[config.mk]
export PLATFORM = sky130hd
export DESIGN_NAME = mul_operand_loader
export DESIGN_NICKNAME = d
export VERILOG_FILES = /design/src/rtl/mul_operand_loader.sv
export SDC_FILE = /design/constraint.sdc
export NUM_CORES = 1
export LEC_CHECK = 0
export CORE_ASPECT_RATIO = 0.9
export CORE_UTILIZATION = 46
export DETAILED_ROUTE_END_ITERATION = 8
export GPL_ROUTABILITY_DRIVEN = 0
export GPL_TIMING_DRIVEN = 0
export PLACE_DENSITY = 0.84
export SLEW_MARGIN = 20
export SYNTH_ARGS = -nofsm -noshare
export SYNTH_HDL_FRONTEND = slang
export SYNTH_SLANG_ARGS = --single-unit
[constraint.sdc]
create_clock -name clk -period 3 [get_ports clk]
set_input_delay 0.6 -clock clk [delete_from_list [all_inputs] [get_ports clk]]
set_output_delay 0.6 -clock clk [all_outputs]
set_load 0.02 [all_outputs]
[src/rtl/mul_operand_loader.sv]
// Operand loader for the multiplier: nibble-wise switch entry on key presses, start/done handshake, product capture.
// Optional macro LOADER_DEBOUNCE_EN inserts a counter debouncer between key synchronizer and edge detector.
module mul_operand_loader #(
   parameter  int NIBBLES         = 8,
   parameter  int SYNC_STAGES     = 2,
   parameter  int DEBOUNCE_CYCLES = 50000,
   localparam int OP_W            = 4 * NIBBLES
) (
   input  logic              clk,
   input  logic              reset,
   input  logic [3:0]        nib_in,
   input  logic              key_enter,
   input  logic              key_go,
   input  logic              mul_done,
   input  logic [2*OP_W-1:0] mul_product,
   output logic              mul_start,
   output logic [OP_W-1:0]   mul_a,
   output logic [OP_W-1:0]   mul_b,
   output logic [2*OP_W-1:0] result,
   output logic              result_valid,
   output logic              busy,
   output logic [4:0]        digit_cnt,
   output logic              sel_b
);

   typedef enum logic [1:0] {ENTRY, START, WAIT, DONE} state_t;

   localparam logic [4:0] NIB_CNT  = 5'(NIBBLES);
   localparam logic [4:0] FULL_CNT = 5'(2 * NIBBLES);

   if (SYNC_STAGES < 2 || DEBOUNCE_CYCLES < 1) begin : g_param_check
      $error("mul_operand_loader: SYNC_STAGES must be >= 2 and DEBOUNCE_CYCLES >= 1");
   end

   state_t                          state;
   logic [1:0]                      key_raw;
   logic [1:0][SYNC_STAGES-1:0]     sync_q;
   logic [1:0]                      sync_lvl;
   logic [1:0]                      key_lvl;
   logic [1:0]                      prev_q;
   logic                            enter_ev;
   logic                            go_ev;

   assign key_raw = {key_go, key_enter};

   // NOTE: every clocked register here uses <= so all flops sample pre-edge values;
   // a blocking = would let one stage see the next stage's new value in the same edge.
   always_ff @(posedge clk) begin
      if (reset) begin
         sync_q <= '0;
      end else begin
         for (int k = 0; k < 2; k++) begin
            sync_q[k] <= {sync_q[k][SYNC_STAGES-2:0], key_raw[k]};
         end
      end
   end

   always_comb begin
      sync_lvl[0] = sync_q[0][SYNC_STAGES-1];
      sync_lvl[1] = sync_q[1][SYNC_STAGES-1];
   end

`ifdef LOADER_DEBOUNCE_EN
   localparam int CNT_W = $clog2(DEBOUNCE_CYCLES + 1);

   logic [1:0]            level_q;
   logic [1:0][CNT_W-1:0] cnt_q;

   // Accepted level flips only after the synchronized input disagrees for DEBOUNCE_CYCLES in a row.
   always_ff @(posedge clk) begin
      if (reset) begin
         level_q <= '0;
         cnt_q   <= '0;
      end else begin
         for (int k = 0; k < 2; k++) begin
            if (sync_lvl[k] != level_q[k]) begin
               if (cnt_q[k] == CNT_W'(DEBOUNCE_CYCLES - 1)) begin
                  level_q[k] <= sync_lvl[k];
                  cnt_q[k]   <= '0;
               end else begin
                  cnt_q[k] <= cnt_q[k] + 1'b1;
               end
            end else begin
               cnt_q[k] <= '0;
            end
         end
      end
   end

   assign key_lvl = level_q;
`else
   assign key_lvl = sync_lvl;
`endif

   always_ff @(posedge clk) begin
      if (reset) begin
         prev_q <= '0;
      end else begin
         prev_q <= key_lvl;
      end
   end

   assign enter_ev = key_lvl[0] & ~prev_q[0];
   assign go_ev    = key_lvl[1] & ~prev_q[1];
   assign sel_b    = (digit_cnt >= NIB_CNT);

   always_ff @(posedge clk) begin
      if (reset) begin
         state        <= ENTRY;
         mul_a        <= '0;
         mul_b        <= '0;
         result       <= '0;
         result_valid <= 1'b0;
         mul_start    <= 1'b0;
         busy         <= 1'b0;
         digit_cnt    <= '0;
      end else begin
         mul_start <= 1'b0;
         case (state)
            ENTRY: begin
               // Go outranks a simultaneous enter only once both operands are complete.
               if (go_ev && digit_cnt == FULL_CNT) begin
                  state     <= START;
                  mul_start <= 1'b1;
                  busy      <= 1'b1;
               end else if (enter_ev && digit_cnt < FULL_CNT) begin
                  if (!sel_b) begin
                     mul_a <= {mul_a[OP_W-5:0], nib_in};
                  end else begin
                     mul_b <= {mul_b[OP_W-5:0], nib_in};
                  end
                  digit_cnt <= digit_cnt + 5'd1;
               end
            end
            START: begin
               result_valid <= 1'b0;
               state        <= WAIT;
            end
            WAIT: begin
               if (mul_done) begin
                  result       <= mul_product;
                  result_valid <= 1'b1;
                  busy         <= 1'b0;
                  state        <= DONE;
               end
            end
            DONE: begin
               if (go_ev) begin
                  state     <= START;
                  mul_start <= 1'b1;
                  busy      <= 1'b1;
               end else if (enter_ev) begin
                  mul_a     <= OP_W'(nib_in);
                  mul_b     <= '0;
                  digit_cnt <= 5'd1;
                  state     <= ENTRY;
               end
            end
            default: state <= ENTRY;
         endcase
      end
   end

endmodule

==> results of run 1 <==
==> routing by layer <==
| layer | wire [um] | up-vias | track usage [%] | share of wire [%] |
|---|---|---|---|---|
| li1 | - | 2422 | - | - |
| met3 | 1320 | 29 | 9.58 | 8.7 |
| met2 | 7310 | 231 | 45.7 | 48 |
| met5 | 0 | - | 0 | 0 |
| met4 | 320 | 0 | 11.7 | 2.1 |
| met1 | 6130 | 2312 | 29.2 | 41 |
==> stage by stage <==
stage          power, W  setup WS (ps)  area, um^2  util, %
2_1_floorplan   0.00202           1270        5200        -
3_3_place_gp    0.00214            662        7480     68.6
3_5_place_dp    0.00214            560        7480     68.6
4_1_cts         0.00429            550        8090     74.2
5_1_grt         0.00437            497        8090     74.2
6_report        0.00427            586        8090     74.2
==> Yosys cell counts, drive strengths merged <==
cell       n  area share [%]
o21ai      6            0.58
and2       1            0.12
ha         7             1.7
nand3      2            0.19
a22oi     60             8.7
and3       2            0.24
nand4      1            0.41
buf       17             2.5
or2        2            0.24
a311oi     1            0.17
nand4bb    1            0.53
mux2i      5            0.96
o41ai      1            0.31
nor3b      1            0.36
nor4       2            0.24
nand2    135             9.7
a211oi     2            0.29
a31oi      2            0.24
nor2      68             5.0
xnor2      1            0.17
a41oi      1            0.17
nor3       1           0.096
dfxtp    144              55
a22o       2            0.34
nand3b     2            0.29
nor2b      8            0.96
clkbuf    27             2.0
a21oi     68             6.5
o2111ai    1            0.50
and2b      1            0.14
nand2b     4            0.48
inv        6            0.43
==> final timing paths <==
| path | endpoint | slack, ps | startpoint |
|---|---|---|---|
| setup reg to reg | result[7] | 860 | state[0] |
| setup / recovery | sel_b | 590 | digit_cnt[4] |
| hold / removal | key_lvl[0] | 440 | sync_q[0] |
| hold reg to reg | key_lvl[0] | 440 | sync_q[0] |
==> registers in the layout (all words and copies together), names as in the netlist <==
register,cells
result,64
mul_b,32
busy,1
sync_q,2
state,2
result_valid,1
prev_q,2
digit_cnt,5
mul_a,32
key_lvl,2
mul_start,1
==> kinds of logic after synthesis <==
group	after synthesis
buffers and inverters	50
XOR/XNOR	1
flip-flops	144
AND/OR/NAND/NOR	231
adder cells (fa/ha/maj)	7
multiplexers	5
AO/OA/AOI/OAI	144
==> power by group through the flow <==
stage	combinational, W	clock (W)	sequential (W)
after floorplan	0.0000519	0	0.00197
after global placement	0.000172	0	0.00197
after detailed placement	0.000174	0	0.00197
after CTS	0.000176	0.00219	0.00192
after global routing	0.000190	0.00226	0.00192
final	0.000176	0.00217	0.00192
==> layout make-up <==
class | count | area (um^2) | share of cell area [%]
Inverter | 6 | 22.5 | 0.279
Multi-Input combinational cell | 388 | 2070 | 25.5
Buffer | 44 | 234 | 2.89
Timing Repair Buffer | 208 | 2080 | 25.7
Clock inverter | 5 | 100 | 1.24
Tap cell | 152 | 190 | 2.35
Clock buffer | 26 | 509 | 6.30
Sequential cell | 144 | 2880 | 35.6
==> worst register-to-register path: stages, from the launching register on <==
cell,delay [ps]
sky130_fd_sc_hd__dfxtp_1,410
sky130_fd_sc_hd__inv_1,120
sky130_fd_sc_hd__ha_1,260
sky130_fd_sc_hd__nand2_1,150
sky130_fd_sc_hd__clkbuf_1,420
sky130_fd_sc_hd__clkbuf_1,410
sky130_fd_sc_hd__nand2_1,150
sky130_fd_sc_hd__a21oi_1,160
==> layout by cell type, fill, tap and decap left out, types with 3 or more instances in the layout <==
cell                              instances
sky130_fd_sc_hd__clkdlybuf4s50_1        208
sky130_fd_sc_hd__dfxtp_1                144
sky130_fd_sc_hd__nand2_1                135
sky130_fd_sc_hd__a21oi_1                 68
sky130_fd_sc_hd__nor2_1                  67
sky130_fd_sc_hd__a22oi_1                 60
sky130_fd_sc_hd__clkbuf_1                30
sky130_fd_sc_hd__clkbuf_16               17
sky130_fd_sc_hd__nor2b_1                  8
sky130_fd_sc_hd__ha_1                     7
sky130_fd_sc_hd__inv_1                    6
sky130_fd_sc_hd__buf_2                    6
sky130_fd_sc_hd__buf_6                    6
sky130_fd_sc_hd__o21ai_0                  5
sky130_fd_sc_hd__mux2i_1                  5
sky130_fd_sc_hd__clkbuf_8                 5
sky130_fd_sc_hd__buf_4                    4
sky130_fd_sc_hd__nand2b_1                 4
sky130_fd_sc_hd__bufinv_16                3
==> results_tabular.tex, run 1 <==
\begin{tabular}{lr}
\hline
Metric & Value \\
\hline
\multicolumn{2}{l}{\textbf{Outcome}} \\
\quad Status & complete, no violations \\
\multicolumn{2}{l}{\textbf{Route}} \\
\quad Per-cell routed wire length & 15.5 um \\
\quad Iter 0 DRT Violations & 407 \\
\quad Total Routed Length & 15100 um \\
\quad Total DRC errors in the routed layout & 0 \\
\quad Average via count per standard cell & 5.13 \\
\quad Final ANT Viol Nets & 0 \\
\quad Overall via count from detail\_route & 4994 \\
\quad First-pass iteration count of the detailed router & 5 \\
\multicolumn{2}{l}{\textbf{Clock network}} \\
\quad Num Clock Sinks & 144 \\
\quad Clock Latency Late Sink & 430 ps \\
\quad Clock tree from TritonCTS & yes \\
\quad Clock transition at the register clock pins on the worst setup and hold paths after CTS & 60 ps \\
\quad Post-CTS Setup Bufs & 0 \\
\quad Number of gates given a new drive strength after cts & 0 \\
\quad Hold buffer count at cts & 0 \\
\quad Maximum clock insertion buffer count & 2 \\
\quad Num CTS Buffers & 17 \\
\quad Clock root buffer & sky130\_fd\_sc\_hd\_\_clkbuf\_16 \\
\quad H-tree depth & 4 \\
\multicolumn{2}{l}{\textbf{Floorplan}} \\
\quad Core ar. & 10900 um\^{}2 \\
\quad Boundary Pins & 210 \\
\quad Core Rows & 36 \\
\quad Starting density of the core & 47.8\% \\
\quad Die Wd & 114 um \\
\quad Die area & 11700 um\^{}2 \\
\quad Die Y & 103 um \\
\multicolumn{2}{l}{\textbf{Placed design}} \\
\quad PortBufs & 208 \\
\quad Placed Instances & 942 \\
\quad DPL Wire Length & 10800 um \\
\multicolumn{2}{l}{\textbf{Global route}} \\
\quad Number of global-route vias before repair & 4697 \\
\quad Number of antenna violations at the first check in global routing & 0 \\
\quad GRT Util Overall & 26.3\% \\
\quad First-pass GRT wire length & 23500 um \\
\quad Pin count of the biggest net entering global routing & 17 \\
\quad Remaining Overflow, GRT & 0 \\
\multicolumn{2}{l}{\textbf{STA}} \\
\quad Slew at the pin closest to its max-slew limit & 630 ps \\
\quad Post-Route Hold Slack & 442 ps \\
\quad Largest clock skew in the final design & 5.44 ps \\
\quad Final worst path period need & 2410 ps \\
\quad Count of final setup violators & 0 \\
\quad Maximum clock frequency & 414 MHz \\
\quad Max-slew violation total from the final report & 0 \\
\quad Max-slew headroom at the worst pin & 58.0\% \\
\quad Final Cycle Share & 80.5\% \\
\quad Final Hold Viols & 0 \\
\quad Post-Route Setup TNS & 0 ps \\
\quad Unrepaired setup endpoints after global routing & no \\
\multicolumn{2}{l}{\textbf{Synthesis}} \\
\quad Combinational family with the most area after synthesis & simple AND/OR/NAND/NOR gates \\
\quad Avg Cell Area, Syn & 8.94 um\^{}2 \\
\quad Fraction of the yosys area taken by sequential cells & 55.4\% \\
\quad Summed instance area of the synthesized netlist & 5200 um\^{}2 \\
\quad Complex-gate fraction of the synthesized area & 17.8\% \\
\quad Flip-flop and latch count after synthesis & 144 \\
\quad Share of cell area taken by muxes after synthesis & 0.962\% \\
\quad Fraction of the mapped netlist area in adder cells & 1.68\% \\
\quad Synth cell types & 38 \\
\quad Xor and xnor area share after synthesis & 0.168\% \\
\quad Post-synthesis net count & 662 \\
\quad Synth warn & 0 \\
\quad Syn Inst Count & 582 \\
\quad Post-Synth Simple-Gate Area & 19.1\% \\
\multicolumn{2}{l}{\textbf{Worst setup path}} \\
\quad Max Fanout on Critical Path & 10 \\
\quad Category of cells accounting for the largest share of critical-path delay & buffers and inverters \\
\quad Startpoint types & flop \\
\quad Largest stage delay on the critical path & 640 ps \\
\quad Crit path buffers/inverters & 2 \\
\quad Capturing element type of the critical path & primary output \\
\quad Ordered list of cells on the worst path & buf\_2 > or2\_1 > clkdlybuf4s50\_1 \\
\quad Crit path arrival time & 1810 ps \\
\quad Critical path depth in cells & 3 \\
\quad R2R depth & 7 \\
\quad Library cell contributing the largest single delay on the critical path & sky130\_fd\_sc\_hd\_\_clkdlybuf4s50\_1 \\
\quad Critical Path RT & 2400 ps \\
\quad Critical path type & flop to primary output \\
\multicolumn{2}{l}{\textbf{Power and ir drop}} \\
\quad Relative contribution of the clock network to total power & 50.8\% \\
\quad Net switching component of the power & 0.000838 W \\
\quad Max IR drop VDD & 409 uV \\
\quad Power density over the cells & 528 nW/um\^{}2 \\
\quad Combinational power share & 4.1\% \\
\quad Static Leak & 2.82 nW \\
\quad Switching share of total power & 19.6\% \\
\quad Internal & 0.00343 W \\
\quad Share of total power in sequential cells & 45.1\% \\
\multicolumn{2}{l}{\textbf{Layout}} \\
\quad Layout cells sized above 1 & 6.09\% \\
\quad Final Instance Count excl. Fillers & 973 \\
\quad Ant diodes & 0 \\
\quad Filler Cells Inserted & 768 \\
\quad Final net count & 889 \\
\quad Post-synthesis to final-layout area growth & 55.4\% \\
\multicolumn{2}{l}{\textbf{Min path}} \\
\quad Count of cells along the worst hold path & 1 \\
\quad Worst min-delay path class & flop to flop \\
\multicolumn{2}{l}{\textbf{Run}} \\
\quad \# Max-Cap Violations & 0 \\
\hline
\end{tabular}
No activity file was read; power rests on OpenSTA's default activity.
==> inputs of run 2 (changes only) <==
--- a/config.mk
+++ b/config.mk
@@ -6,11 +6,11 @@
 export NUM_CORES = 1
 export LEC_CHECK = 0
 export CORE_ASPECT_RATIO = 0.9
-export CORE_UTILIZATION = 46
+export CORE_UTILIZATION = 43
 export DETAILED_ROUTE_END_ITERATION = 8
 export GPL_ROUTABILITY_DRIVEN = 0
 export GPL_TIMING_DRIVEN = 0
-export PLACE_DENSITY = 0.84
+export PLACE_DENSITY = 0.79
 export SLEW_MARGIN = 20
 export SYNTH_ARGS = -nofsm -noshare
 export SYNTH_HDL_FRONTEND = slang
==> constraint.sdc (replaced) <==
create_clock -name clk -period 2.3 [get_ports clk]
set_input_delay 0.46 -clock clk [delete_from_list [all_inputs] [get_ports clk]]
set_output_delay 0.46 -clock clk [all_outputs]
set_load 0.02 [all_outputs]
==> results_tabular.tex, run 2 (synthesis results as in run 1) <==
\begin{tabular}{lr}
\hline
Metric & Value \\
\hline
\multicolumn{2}{l}{\textbf{Outcome}} \\
\quad Status & complete, no violations (unchanged) \\
\multicolumn{2}{l}{\textbf{Worst setup path}} \\
\quad Slack of the worst reg-to-reg path & 230 ps (was 860 ps) \\
\quad Critical Path RT & 2620 ps (was 2400 ps) \\
\quad Critical path type & flop to flop (was flop to primary output) \\
\quad R2R depth & 7 (unchanged) \\
\quad Max Fanout on Critical Path & 10 (unchanged) \\
\quad Crit path arrival time & 2390 ps (was 1810 ps) \\
\quad Startpoint of the worst-slack reg-to-reg timing path & state[0] (unchanged) \\
\quad Capturing element type of the critical path & flop (was primary output) \\
\quad RR Endpoint & result[56] (was result[7]) \\
\quad Startpoint types & flop (unchanged) \\
\multicolumn{2}{l}{\textbf{Route}} \\
\quad First-pass iteration count of the detailed router & 5 (unchanged) \\
\quad Iter 0 DRT Violations & 411 (was 407) \\
\quad Final ANT Viol Nets & 0 (unchanged) \\
\quad Average via count per standard cell & 5.07 (was 5.13) \\
\quad Overall via count from detail\_route & 4959 (was 4994) \\
\quad Total Routed Length & 14800 um (was 15100 um) \\
\quad Per-cell routed wire length & 15.1 um (was 15.5 um) \\
\quad Total DRC errors in the routed layout & 0 (unchanged) \\
\multicolumn{2}{l}{\textbf{STA}} \\
\quad Maximum clock frequency & 484 MHz \\
\quad Slew at the pin closest to its max-slew limit & 578 ps (was 630 ps) \\
\quad Final worst path period need & 2070 ps \\
\quad Post-Route Setup TNS & 0 ps (unchanged) \\
\quad Unrepaired setup endpoints after global routing & no (unchanged) \\
\quad Count of final setup violators & 0 (unchanged) \\
\quad Max-slew headroom at the worst pin & 61.5\% (was 58.0\%) \\
\quad Largest clock skew in the final design & 8.16 ps (was 5.44 ps) \\
\quad Max-slew violation total from the final report & 0 (unchanged) \\
\quad Final Cycle Share & 89.8\% \\
\quad Setup slack of the critical path after layout & 233 ps (was 586 ps) \\
\quad Final Hold Viols & 0 (unchanged) \\
\multicolumn{2}{l}{\textbf{Layout}} \\
\quad Flip-flop count of the largest register, all copies and words added & 64 (unchanged) \\
\quad Post-synthesis to final-layout area growth & 56.1\% (was 55.4\%) \\
\quad Register containing the most flip-flops in the final layout & result (unchanged) \\
\quad Commonest non-fill, non-tap cells in the layout & sky130\_fd\_sc\_hd\_\_clkdlybuf4s50\_1, sky130\_fd\_sc\_hd\_\_dfxtp\_1, sky130\_fd\_sc\_hd\_\_nand2\_1 (unchanged) \\
\quad Ant diodes & 0 (unchanged) \\
\quad Finished layout cell area & 8120 um\^{}2 (was 8090 um\^{}2) \\
\quad Final net count & 889 (unchanged) \\
\quad Registers with the most flip-flops & result (64), mul\_a (32), mul\_b (32) (unchanged) \\
\quad Commonest non-fill, non-tap cell in the layout & sky130\_fd\_sc\_hd\_\_clkdlybuf4s50\_1 (unchanged) \\
\quad Layout cells sized above 1 & 6.69\% (was 6.09\%) \\
\multicolumn{2}{l}{\textbf{Clock network}} \\
\quad H-tree depth & 4 (unchanged) \\
\quad Number of gates given a new drive strength after cts & 0 (unchanged) \\
\quad Maximum clock insertion buffer count & 2 (unchanged) \\
\quad Clock tree from TritonCTS & yes (unchanged) \\
\quad Post-CTS Setup Bufs & 0 (unchanged) \\
\quad Num Clock Sinks & 144 (unchanged) \\
\quad Clock Latency Late Sink & 410 ps (was 430 ps) \\
\quad Hold buffer count at cts & 0 (unchanged) \\
\quad Clock root buffer & sky130\_fd\_sc\_hd\_\_clkbuf\_16 (unchanged) \\
\quad Num CTS Buffers & 17 (unchanged) \\
\quad Clock transition at the register clock pins on the worst setup and hold paths after CTS & 50 ps (was 60 ps) \\
\multicolumn{2}{l}{\textbf{Min path}} \\
\quad Worst min-delay path class & flop to flop (unchanged) \\
\quad Endpoint of the worst hold-timing path & key\_lvl[1] (was key\_lvl[0]) \\
\quad Count of cells along the worst hold path & 1 (unchanged) \\
\quad Hold path startpoint & sync\_q[2] (was sync\_q[0]) \\
\multicolumn{2}{l}{\textbf{Global route}} \\
\quad First-pass GRT wire length & 23200 um (was 23500 um) \\
\quad GRT Util Overall & 23.7\% (was 26.3\%) \\
\quad Number of antenna violations at the first check in global routing & 0 (unchanged) \\
\quad Remaining Overflow, GRT & 0 (unchanged) \\
\quad Pin count of the biggest net entering global routing & 17 (unchanged) \\
\quad Number of global-route vias before repair & 4731 (was 4697) \\
\multicolumn{2}{l}{\textbf{Floorplan}} \\
\quad Die Wd & 118 um (was 114 um) \\
\quad Core Rows & 37 (was 36) \\
\quad Die Y & 106 um (was 103 um) \\
\quad Die area & 12500 um\^{}2 (was 11700 um\^{}2) \\
\quad Core ar. & 11600 um\^{}2 (was 10900 um\^{}2) \\
\quad Starting density of the core & 44.8\% (was 47.8\%) \\
\quad Boundary Pins & 210 (unchanged) \\
\multicolumn{2}{l}{\textbf{Run}} \\
\quad \# Max-Cap Violations & 0 (unchanged) \\
\multicolumn{2}{l}{\textbf{Placed design}} \\
\quad DPL Wire Length & 10800 um (about the same) \\
\quad Placement-stage cell area & 7480 um\^{}2 (about the same) \\
\quad Pre-CTS setup slack & 38.3 ps (was 560 ps) \\
\quad PortBufs & 208 (unchanged) \\
\multicolumn{2}{l}{\textbf{Power and ir drop}} \\
\quad Max IR drop VDD & 718 uV (was 409 uV) \\
\quad Static Leak & 2.85 nW (was 2.82 nW) \\
\quad Power density over the cells & 698 nW/um\^{}2 (was 528 nW/um\^{}2) \\
\hline
\end{tabular}
[run 2: critical path, cell delays in order (launching register included)]
cell	delay, ps
sky130_fd_sc_hd__dfxtp_1	380
sky130_fd_sc_hd__inv_1	110
sky130_fd_sc_hd__ha_1	250
sky130_fd_sc_hd__nand2_1	120
sky130_fd_sc_hd__clkbuf_1	400
sky130_fd_sc_hd__clkbuf_1	410
sky130_fd_sc_hd__nand2_1	100
sky130_fd_sc_hd__a21oi_1	200
[run 2: report_power, final]
group          total [W]  internal, W  switching [W]
Clock            0.00293      0.00187        0.00105
Sequential       0.00251      0.00250     0.00000637
Combinational   0.000228     0.000134      0.0000937
Total            0.00567      0.00451        0.00115
[run 2: per-stage QoR]
| step | cells | utilization (%) | hold slack, ps | total power (W) |
|---|---|---|---|---|
| final | 978 | 69.9 | 436 | 0.00567 |
| after global routing | 978 | 69.9 | 459 | 0.00585 |
| after CTS | 978 | 69.9 | 441 | 0.00572 |
| after detailed placement | 946 | 64.4 | 427 | 0.00279 |
| after global placement | 946 | 64.4 | 427 | 0.00279 |
| after floorplan | 582 | - | 414 | 0.00263 |
[run 2: per-layer routing]
| metal | vias to the layer above | track usage [%] | wire, um |
|---|---|---|---|
| li1 | 2426 | - | - |
| met1 | 2299 | 26.3 | 5970 |
| met2 | 214 | 39.2 | 7060 |
| met3 | 20 | 11.2 | 1490 |
| met4 | 0 | 9.89 | 273 |
| met5 | - | 0 | 0 |
[run 2: area by class of cell]
cell class	instances	area [um^2]
buffer	44	234
sequential	144	2880
tap	156	195
multi-input combinational	388	2070
timing repair buffer	208	2080
clock buffer	19	453
inverter	6	22.5
fill	866	3500
clock inverter	13	185
[run 2: worst max path at each step]
stage	start	end	slack (ps)	depth (start not counted)
floorplan	state[0]	mul_a[2]	570	8
global placement	mul_done	result[61]	110	6
detailed placement	mul_done	result[56]	40	6
CTS	digit_cnt[4]	sel_b	10	3
global route	state[0]	result[56]	40	7
finish	state[0]	result[56]	230	7
